[src/rtl/vj_eval_pkg.sv]
// Shared types and helpers for the cascade stage evaluator: FSM states,
// node word layout, node record and the saturating accumulator add.
package vj_eval_pkg;

    typedef enum logic [1:0] {
        IDLE = 2'd0,
        RUN  = 2'd1,
        HOLD = 2'd2
    } state_e;

    localparam int NODE_FIELD_W   = 16;
    localparam int NODE_THR_LSB   = 32;
    localparam int NODE_LEFT_LSB  = 16;
    localparam int NODE_RIGHT_LSB = 0;

    typedef struct packed {
        logic signed [NODE_FIELD_W-1:0] thr;
        logic signed [NODE_FIELD_W-1:0] left;
        logic signed [NODE_FIELD_W-1:0] right;
    } node_t;

    // Adds two sign-extended operands and clamps to a signed range of 'width' bits.
    function automatic logic signed [63:0] sat_add(input logic signed [63:0] a,
                                                   input logic signed [63:0] b,
                                                   input int width);
        logic signed [63:0] sum;
        logic signed [63:0] maxv;
        logic signed [63:0] minv;
        sum  = a + b;
        maxv = (64'sd1 <<< (width - 1)) - 64'sd1;
        minv = -(64'sd1 <<< (width - 1));
        if (sum > maxv) begin
            return maxv;
        end else if (sum < minv) begin
            return minv;
        end
        return sum;
    endfunction

endpackage

[src/rtl/node_fifo.sv]
// Synchronous FIFO of decoded node records; head is read from registered
// storage, so a pushed node becomes visible one cycle after the push.
module node_fifo
    import vj_eval_pkg::*;
#(
    parameter int DEPTH = 4
) (
    input  logic                     clk_i,
    input  logic                     rst_i,
    input  logic                     flush_i,
    input  logic                     push_i,
    input  logic                     pop_i,
    input  node_t                    node_i,
    output node_t                    head_o,
    output logic [$clog2(DEPTH):0]   count_o,
    output logic                     empty_o,
    output logic                     full_o
);

    localparam int AW = $clog2(DEPTH);

    node_t             r_mem [DEPTH];
    logic [AW-1:0]     r_wr_ptr;
    logic [AW-1:0]     r_rd_ptr;
    logic [AW:0]       r_count;
    logic              w_do_push;
    logic              w_do_pop;

    assign empty_o = (r_count == '0);
    assign full_o  = (r_count == (AW+1)'(DEPTH));
    assign count_o = r_count;
    assign head_o  = r_mem[r_rd_ptr];

    // A push into a full buffer is dropped unless a pop frees a slot this cycle.
    assign w_do_pop  = pop_i && !empty_o;
    assign w_do_push = push_i && (!full_o || w_do_pop);

    always_ff @(posedge clk_i or posedge rst_i) begin
        if (rst_i) begin
            r_wr_ptr <= '0;
            r_rd_ptr <= '0;
            r_count  <= '0;
        end else if (flush_i) begin
            r_wr_ptr <= '0;
            r_rd_ptr <= '0;
            r_count  <= '0;
        end else begin
            if (w_do_push) begin
                r_wr_ptr <= r_wr_ptr + 1'b1;
            end
            if (w_do_pop) begin
                r_rd_ptr <= r_rd_ptr + 1'b1;
            end
            case ({w_do_push, w_do_pop})
                2'b10:   r_count <= r_count + 1'b1;
                2'b01:   r_count <= r_count - 1'b1;
                default: r_count <= r_count;
            endcase
        end
    end

    always_ff @(posedge clk_i) begin
        if (w_do_push && !flush_i) begin
            r_mem[r_wr_ptr] <= node_i;
        end
    end

endmodule

[src/rtl/stage_evaluator.sv]
// Responder end of the cascade ROM sequencer: buffers node words, scores
// in-order features into a per-stage sum and decides pass/fail per stage.
module stage_evaluator
    import vj_eval_pkg::*;
#(
    parameter int DATA_W     = 48,
    parameter int THR_W      = 16,
    parameter int LEAF_W     = 16,
    parameter int ACC_W      = 24,
    parameter int FIFO_DEPTH = 4,
    parameter int ROM_LAT    = 1,
    parameter int STAGE_W    = 5
) (
    input  logic                    clk_i,
    input  logic                    rst_i,
    input  logic                    start_i,
    input  logic                    rom_val_i,
    input  logic [DATA_W-1:0]       rom_data_i,
    input  logic                    stage_val_i,
    input  logic                    stage_last_i,
    input  logic                    feat_val_i,
    input  logic signed [THR_W-1:0] feat_i,
    output logic                    wait_o,
    output logic                    next_stage_o,
    output logic                    break_o,
    output logic                    done_o,
    output logic                    face_o,
    output logic [STAGE_W-1:0]      stage_idx_o,
    output logic                    err_o
);

    localparam int CW    = $clog2(FIFO_DEPTH) + 1;
    localparam int OCC_W = CW + 1;

    state_e                    r_state;
    state_e                    w_next_state;
    logic [ROM_LAT-1:0]        r_inflight;
    logic signed [ACC_W-1:0]   r_acc;
    logic                      r_next_stage;
    logic                      r_break;
    logic                      r_done;
    logic                      r_face;
    logic                      r_err;
    logic [STAGE_W-1:0]        r_stage_idx;

    node_t                     w_node_in;
    node_t                     w_fifo_head;
    node_t                     w_head;
    logic [CW-1:0]             w_fifo_count;
    logic                      w_fifo_empty;
    logic                      w_fifo_full;
    logic                      w_push_strobe;
    logic                      w_bypass;
    logic                      w_push;
    logic                      w_pop;
    logic                      w_consume;
    logic                      w_flush;
    logic signed [LEAF_W-1:0]  w_leaf;
    logic signed [ACC_W-1:0]   w_stage_thr;
    logic                      w_pass;
    logic                      w_decide_ok;
    logic                      w_start;
    logic                      w_fire_next;
    logic                      w_fire_break;
    logic [OCC_W-1:0]          w_occ;
    logic                      w_err_under;
    logic                      w_err_over;
    logic                      w_err_rom;

    assign w_node_in.thr   = rom_data_i[NODE_THR_LSB   +: NODE_FIELD_W];
    assign w_node_in.left  = rom_data_i[NODE_LEFT_LSB  +: NODE_FIELD_W];
    assign w_node_in.right = rom_data_i[NODE_RIGHT_LSB +: NODE_FIELD_W];

    // A feature arriving on an empty buffer takes the node landing this cycle directly.
    assign w_push_strobe = r_inflight[ROM_LAT-1];
    assign w_bypass      = feat_val_i && w_fifo_empty && w_push_strobe;
    assign w_push        = w_push_strobe && !w_bypass;
    assign w_pop         = feat_val_i && !w_fifo_empty;
    assign w_consume     = feat_val_i && (!w_fifo_empty || w_push_strobe);
    assign w_head        = w_bypass ? w_node_in : w_fifo_head;
    assign w_leaf        = (feat_i < w_head.thr) ? w_head.left : w_head.right;
    assign w_flush       = w_fire_break || r_break;

    assign w_stage_thr = rom_data_i[ACC_W-1:0];
    assign w_pass      = (r_acc >= w_stage_thr);
    assign w_decide_ok = stage_val_i && w_fifo_empty && (r_inflight == '0) && !feat_val_i;

    assign w_occ = OCC_W'(w_fifo_count) + OCC_W'($countones(r_inflight));

    assign w_err_under = feat_val_i && w_fifo_empty && !w_push_strobe;
    assign w_err_over  = w_push && w_fifo_full && !w_pop;
    assign w_err_rom   = rom_val_i && stage_val_i;

    node_fifo #(
        .DEPTH (FIFO_DEPTH)
    ) u_node_fifo (
        .clk_i   (clk_i),
        .rst_i   (rst_i),
        .flush_i (w_flush),
        .push_i  (w_push),
        .pop_i   (w_pop),
        .node_i  (w_node_in),
        .head_o  (w_fifo_head),
        .count_o (w_fifo_count),
        .empty_o (w_fifo_empty),
        .full_o  (w_fifo_full)
    );

    // HOLD spends one cycle after a pass so the still-high stage_val_i is not re-judged.
    always_comb begin
        w_next_state = r_state;
        w_start      = 1'b0;
        w_fire_next  = 1'b0;
        w_fire_break = 1'b0;
        case (r_state)
            IDLE: begin
                if (start_i) begin
                    w_start      = 1'b1;
                    w_next_state = RUN;
                end
            end
            RUN: begin
                if (w_decide_ok) begin
                    if (w_pass && !stage_last_i) begin
                        w_fire_next  = 1'b1;
                        w_next_state = HOLD;
                    end else begin
                        w_fire_break = 1'b1;
                        w_next_state = IDLE;
                    end
                end
            end
            HOLD: begin
                w_next_state = RUN;
            end
            default: begin
                w_next_state = IDLE;
            end
        endcase
    end

    always_ff @(posedge clk_i or posedge rst_i) begin
        if (rst_i) begin
            r_state      <= IDLE;
            r_inflight   <= '0;
            r_acc        <= '0;
            r_next_stage <= 1'b0;
            r_break      <= 1'b0;
            r_done       <= 1'b0;
            r_face       <= 1'b0;
            r_err        <= 1'b0;
            r_stage_idx  <= '0;
        end else begin
            r_state      <= w_next_state;
            r_next_stage <= w_fire_next;
            r_break      <= w_fire_break;
            r_done       <= w_fire_break;
            r_err        <= r_err | w_err_under | w_err_over | w_err_rom;

            if (w_flush) begin
                r_inflight <= '0;
            end else begin
                r_inflight <= ROM_LAT'({r_inflight, rom_val_i});
            end

            if (w_start || w_fire_next) begin
                r_acc <= '0;
            end else if (w_consume) begin
                r_acc <= ACC_W'(sat_add(64'(r_acc), 64'(w_leaf), ACC_W));
            end

            if (w_start) begin
                r_stage_idx <= '0;
                r_face      <= 1'b0;
            end else if (w_fire_next) begin
                r_stage_idx <= r_stage_idx + 1'b1;
            end else if (w_fire_break) begin
                r_face <= w_pass && stage_last_i;
            end
        end
    end

    assign wait_o       = (r_state == IDLE) || (w_occ >= OCC_W'(FIFO_DEPTH - 2));
    assign next_stage_o = r_next_stage;
    assign break_o      = r_break;
    assign done_o       = r_done;
    assign face_o       = r_face;
    assign stage_idx_o  = r_stage_idx;
    assign err_o        = r_err;

endmodule

[config.mk]
export PLATFORM = sky130hd
export DESIGN_NAME = stage_evaluator
export DESIGN_NICKNAME = d
export VERILOG_FILES = /design/src/rtl/vj_eval_pkg.sv /design/src/rtl/node_fifo.sv /design/src/rtl/stage_evaluator.sv
export SDC_FILE = /design/constraint.sdc
export NUM_CORES = 1
export LEC_CHECK = 0
export BUFFER_PORTS_ARGS = -buffer_cell sky130_fd_sc_hd__buf_2
export CORE_ASPECT_RATIO = 1.5
export CORE_UTILIZATION = 55
export DETAILED_ROUTE_END_ITERATION = 12
export GPL_TIMING_DRIVEN = 1
export PLACE_DENSITY = 0.85
export SYNTH_ARGS = -nofsm -noshare
export SYNTH_HDL_FRONTEND = slang
export SYNTH_SLANG_ARGS = --single-unit
[constraint.sdc]
create_clock -name clk_i -period 6.05 [get_ports clk_i]
set_input_delay 1.21 -clock clk_i [delete_from_list [all_inputs] [get_ports clk_i]]
set_output_delay 1.21 -clock clk_i [all_outputs]
set_load 0.01 [all_outputs]
==> flow_summary_export.csv <==
group,metric,value,unit
run_status,status,"complete, no violations",
clock_network,cts.sinks,235,
floorplanning,ioPinCount,82,
logic_synthesis,synth_top_family_by_area,"multiplexers",
grt,track_usage,0.279,
logic_synthesis,syn_nets,1066,
finish,nets,1248,
timing,worst_slew_pin_slew,0.769,ns
clock_network,clock-root-buffer,"clkbuf_16",
critical_path,r2r-end,"r_acc[0]",
critical_path,ff2ff_path_depth,26,
hold_path,hold_end,"err_o",
grt,grt_pass1_wl,48200,µm
place,place_ws,-0.468,ns
grt,grt_pass1_vias,9034,
logic_synthesis,yosysSeqAreaShare,0.556,
route,wl_per_cell,23.6,µm
timing,period_needed,5.92,ns
route,via_per_inst,6.46,
route,num_vias,9000,
timing,final_max_slew_viol_count,0,
logic_synthesis,syn_area,12300,µm²
floorplanning,initial_utilization,0.564,
logic_synthesis,synthMuxAreaShare,0.120,
floorplanning,placementRows,66,
critical_path,crit_path_start_kind,"input pin",
floorplanning,dieArea,23000,µm²
route,post-route-drc-count,0,
route,drt_iter0_drc,819,
critical_path,crit_required,6.43,ns
clock_network,clk_latency,0.50,ns
logic_synthesis,yosysWarnings,0,
logic_synthesis,synth_fa_ha_area_frac,0.0765,
finish,drive_gt1_frac,0.312,
run,maxCapViolations,0,
route,drtAntennaViolNets,0,
logic_synthesis,yosys.area_share.simple,0.0861,
clock_network,cts-buffers-inserted,21,
logic_synthesis,async_reset_ff_frac,0.183,
grt,antenna_found_initial,6,
place,gp_congestion,0.928,
logic_synthesis,ys_seq_elements,235,
floorplanning,core_area,21800,µm²
timing,hold_viol,0,
clock_network,clockBufferDepth,3,
critical_path,endpoint_kind,"flip-flop",
critical_path,crit_arrival,6.30,ns
timing,fmax,169,MHz
grt,grt_max_degree,44,
logic_synthesis,synth_compound_area_frac,0.110,
finish,area_growth,19.9,%
hold_path,hold_depth,2,
route,drtPass1Iterations,8,
logic_synthesis,post_synth.cell_area_avg,13.4,µm²
critical_path,r2r_setup_slack,0.14,ns
finish,final_cell_area,14800,µm²
floorplanning,die_w,124,µm
clock_network,cts_tree,"yes",
timing,finalClockSkew,0.0121,ns
logic_synthesis,synthCells,921,
timing,whs,0.490,ns
route,routed_wl,32900,µm
hold_path,min_from,"err_o",
logic_synthesis,synth-xor-area-share,0.0192,
timing,setup_viol,0,
logic_synthesis,synth_flop_cell,"edfxtp_1",
place,portBuffers,81,
place,hpwlAfterDp,22500,µm
logic_synthesis,synth_edf_count,192,
timing,period_share,0.978,
clock_network,path_clk_slew,0.06,ns
hold_path,min_path_type,"flip-flop to flip-flop",
timing,layout_setup_ws,0.130,ns
critical_path,regToRegStartpoint,"u_node_fifo.r_rd_ptr[0]",
timing,tns,0,ns
logic_synthesis,post_synth_num_cell_types,70,
floorplanning,die_h,185,µm
clock_network,htree_levels,1,
timing,slew_headroom,0.487,
clock_network,postCtsHoldBufs,0,
grt,gr-total-overflow,0,
place,placed_cell_area,13800,µm²
critical_path,crit_path_max_fanout,11,
critical_path,path_class,"input pin to flip-flop",
[kinds of logic (layout without fill, tap and decap cells)]
logic type                 Yosys count  in the layout
other                                0              4
adders and majority gates           74             74
AOI/OAI and AO/OA                  197            197
DFF                                235            235
xor gates and xnor gates            27             27
muxes                               84             84
and+or+nand+nor                    219            221
buffers and inverters               85            279
[per-stage QoR]
stage / util / instances
4_1_cts: 0.664 / 1376
6_report: 0.677 / 1393
2_1_floorplan: - / 921
5_1_grt: 0.677 / 1392
3_3_place_gp: 0.631 / 1334
3_5_place_dp: 0.631 / 1334
[state kept, by name (all words and copies together), names as in the netlist, 2 cells and up]
signal and flops:
u_node_fifo.r_mem 192, u_node_fifo.r_rd_ptr 2, u_node_fifo.r_wr_ptr 2, r_state 2
r_acc 24, stage_idx_o 5, u_node_fifo.count_o 3
[layout by cell type, fill, tap and decap left out, types with 16 or more instances in the layout]
| cell type | netlist | layout |
|---|---|---|
| inv_1 | 36 | 35 |
| buf_4 | 4 | 116 |
| clkbuf_16 | 0 | 21 |
| edfxtp_1 | 192 | 192 |
| nand2_1 | 46 | 46 |
| a21oi_1 | 42 | 38 |
| buf_2 | 11 | 80 |
| mux2i_1 | 24 | 22 |
| dfrtp_1 | 43 | 41 |
| nor3_1 | 28 | 26 |
| mux4_2 | 49 | 49 |
| ha_1 | 72 | 68 |
| o22ai_1 | 17 | 17 |
| o21ai_1 | 20 | 20 |
| nor2_1 | 73 | 73 |
| o31ai_1 | 20 | 16 |
| a21o_1 | 17 | 17 |
[layout make-up]
| class | instances | area [µm²] |
|---|---|---|
| Antenna cell | 4 | 10.0 |
| Inverter | 37 | 139 |
| Fill cell | 1445 | 7050 |
| Multi-Input combinational cell | 603 | 5310 |
| Tap cell | 272 | 340 |
| Clock buffer | 24 | 537 |
| Timing Repair Buffer | 205 | 1430 |
| Sequential cell | 235 | 6850 |
| Clock inverter | 13 | 139 |
[cell usage after synthesis (17+ instances only)]
| cell | number | share of area |
|---|---|---|
| a21o_1 | 17 | 0.010 |
| edfxtp_1 | 192 | 0.47 |
| ha_1 | 72 | 0.073 |
| nor3_1 | 28 | 0.011 |
| nand2_1 | 46 | 0.014 |
| mux4_2 | 49 | 0.090 |
| inv_1 | 36 | 0.011 |
| o31ai_1 | 20 | 0.012 |
| dfrtp_1 | 43 | 0.087 |
| o21ai_1 | 20 | 0.0081 |
| a21oi_1 | 42 | 0.017 |
| o22ai_1 | 17 | 0.0086 |
| mux2i_1 | 24 | 0.020 |
| nor2_1 | 73 | 0.022 |
| clkbuf_1 | 22 | 0.0067 |
[worst max-delay path by stage]
stage / startpoint / end / slack, ns / cells after the start
2_1_floorplan: feat_val_i / r_acc[21] / -0.16 / 31
3_3_place_gp: feat_val_i / r_acc[21] / -0.23 / 25
3_5_place_dp: feat_val_i / r_acc[19] / -0.47 / 23
4_1_cts: feat_val_i / r_acc[19] / 0.02 / 23
5_1_grt: feat_val_i / r_acc[18] / -0.08 / 23
6_report: feat_val_i / r_acc[0] / 0.13 / 24
[repair_timing]
item                                    in CTS  in global routing
gates resized for setup                      0                 31
pin swaps                                    0                 12
cloned                                       0                  2
endpoints found under the setup margin      22                 24
setup buffers                                5                 11
[metal layers]
| metal | part of all wire | track usage | wire length (µm) | vias to the layer above |
|---|---|---|---|---|
| met4 | 0.066 | 0.156 | 2160 | 2 |
| li1 | - | - | - | 3944 |
| met5 | 0.00049 | 0 | 16 | - |
| met3 | 0.065 | 0.0440 | 2130 | 138 |
| met1 | 0.35 | 0.316 | 11500 | 4419 |
| met2 | 0.52 | 0.492 | 17000 | 497 |
[critical path, cell delays in order]
cell and delay [ns]:
clkbuf_4 0.16, nand3_4 0.17, mux2i_2 0.28, ha_1 0.27, o21ai_0 0.24, nand2b_1 0.10, a41o_1 0.25, a31o_4 0.28
buf_4 0.15, nor2_4 0.13, buf_4 0.16, nor3_1 0.05, a311oi_1 0.26, o22a_1 0.24, ha_4 0.22, and3_4 0.18
a2111oi_4 0.46, o21ai_2 0.12, a221oi_2 0.34, a31o_2 0.22, and2_4 0.16, mux2_4 0.36, nand2_4 0.18, o21ai_1 0.09
Power is not shown: default switching activity piles up to over one toggle a cycle in this logic, so the estimate is an artifact.
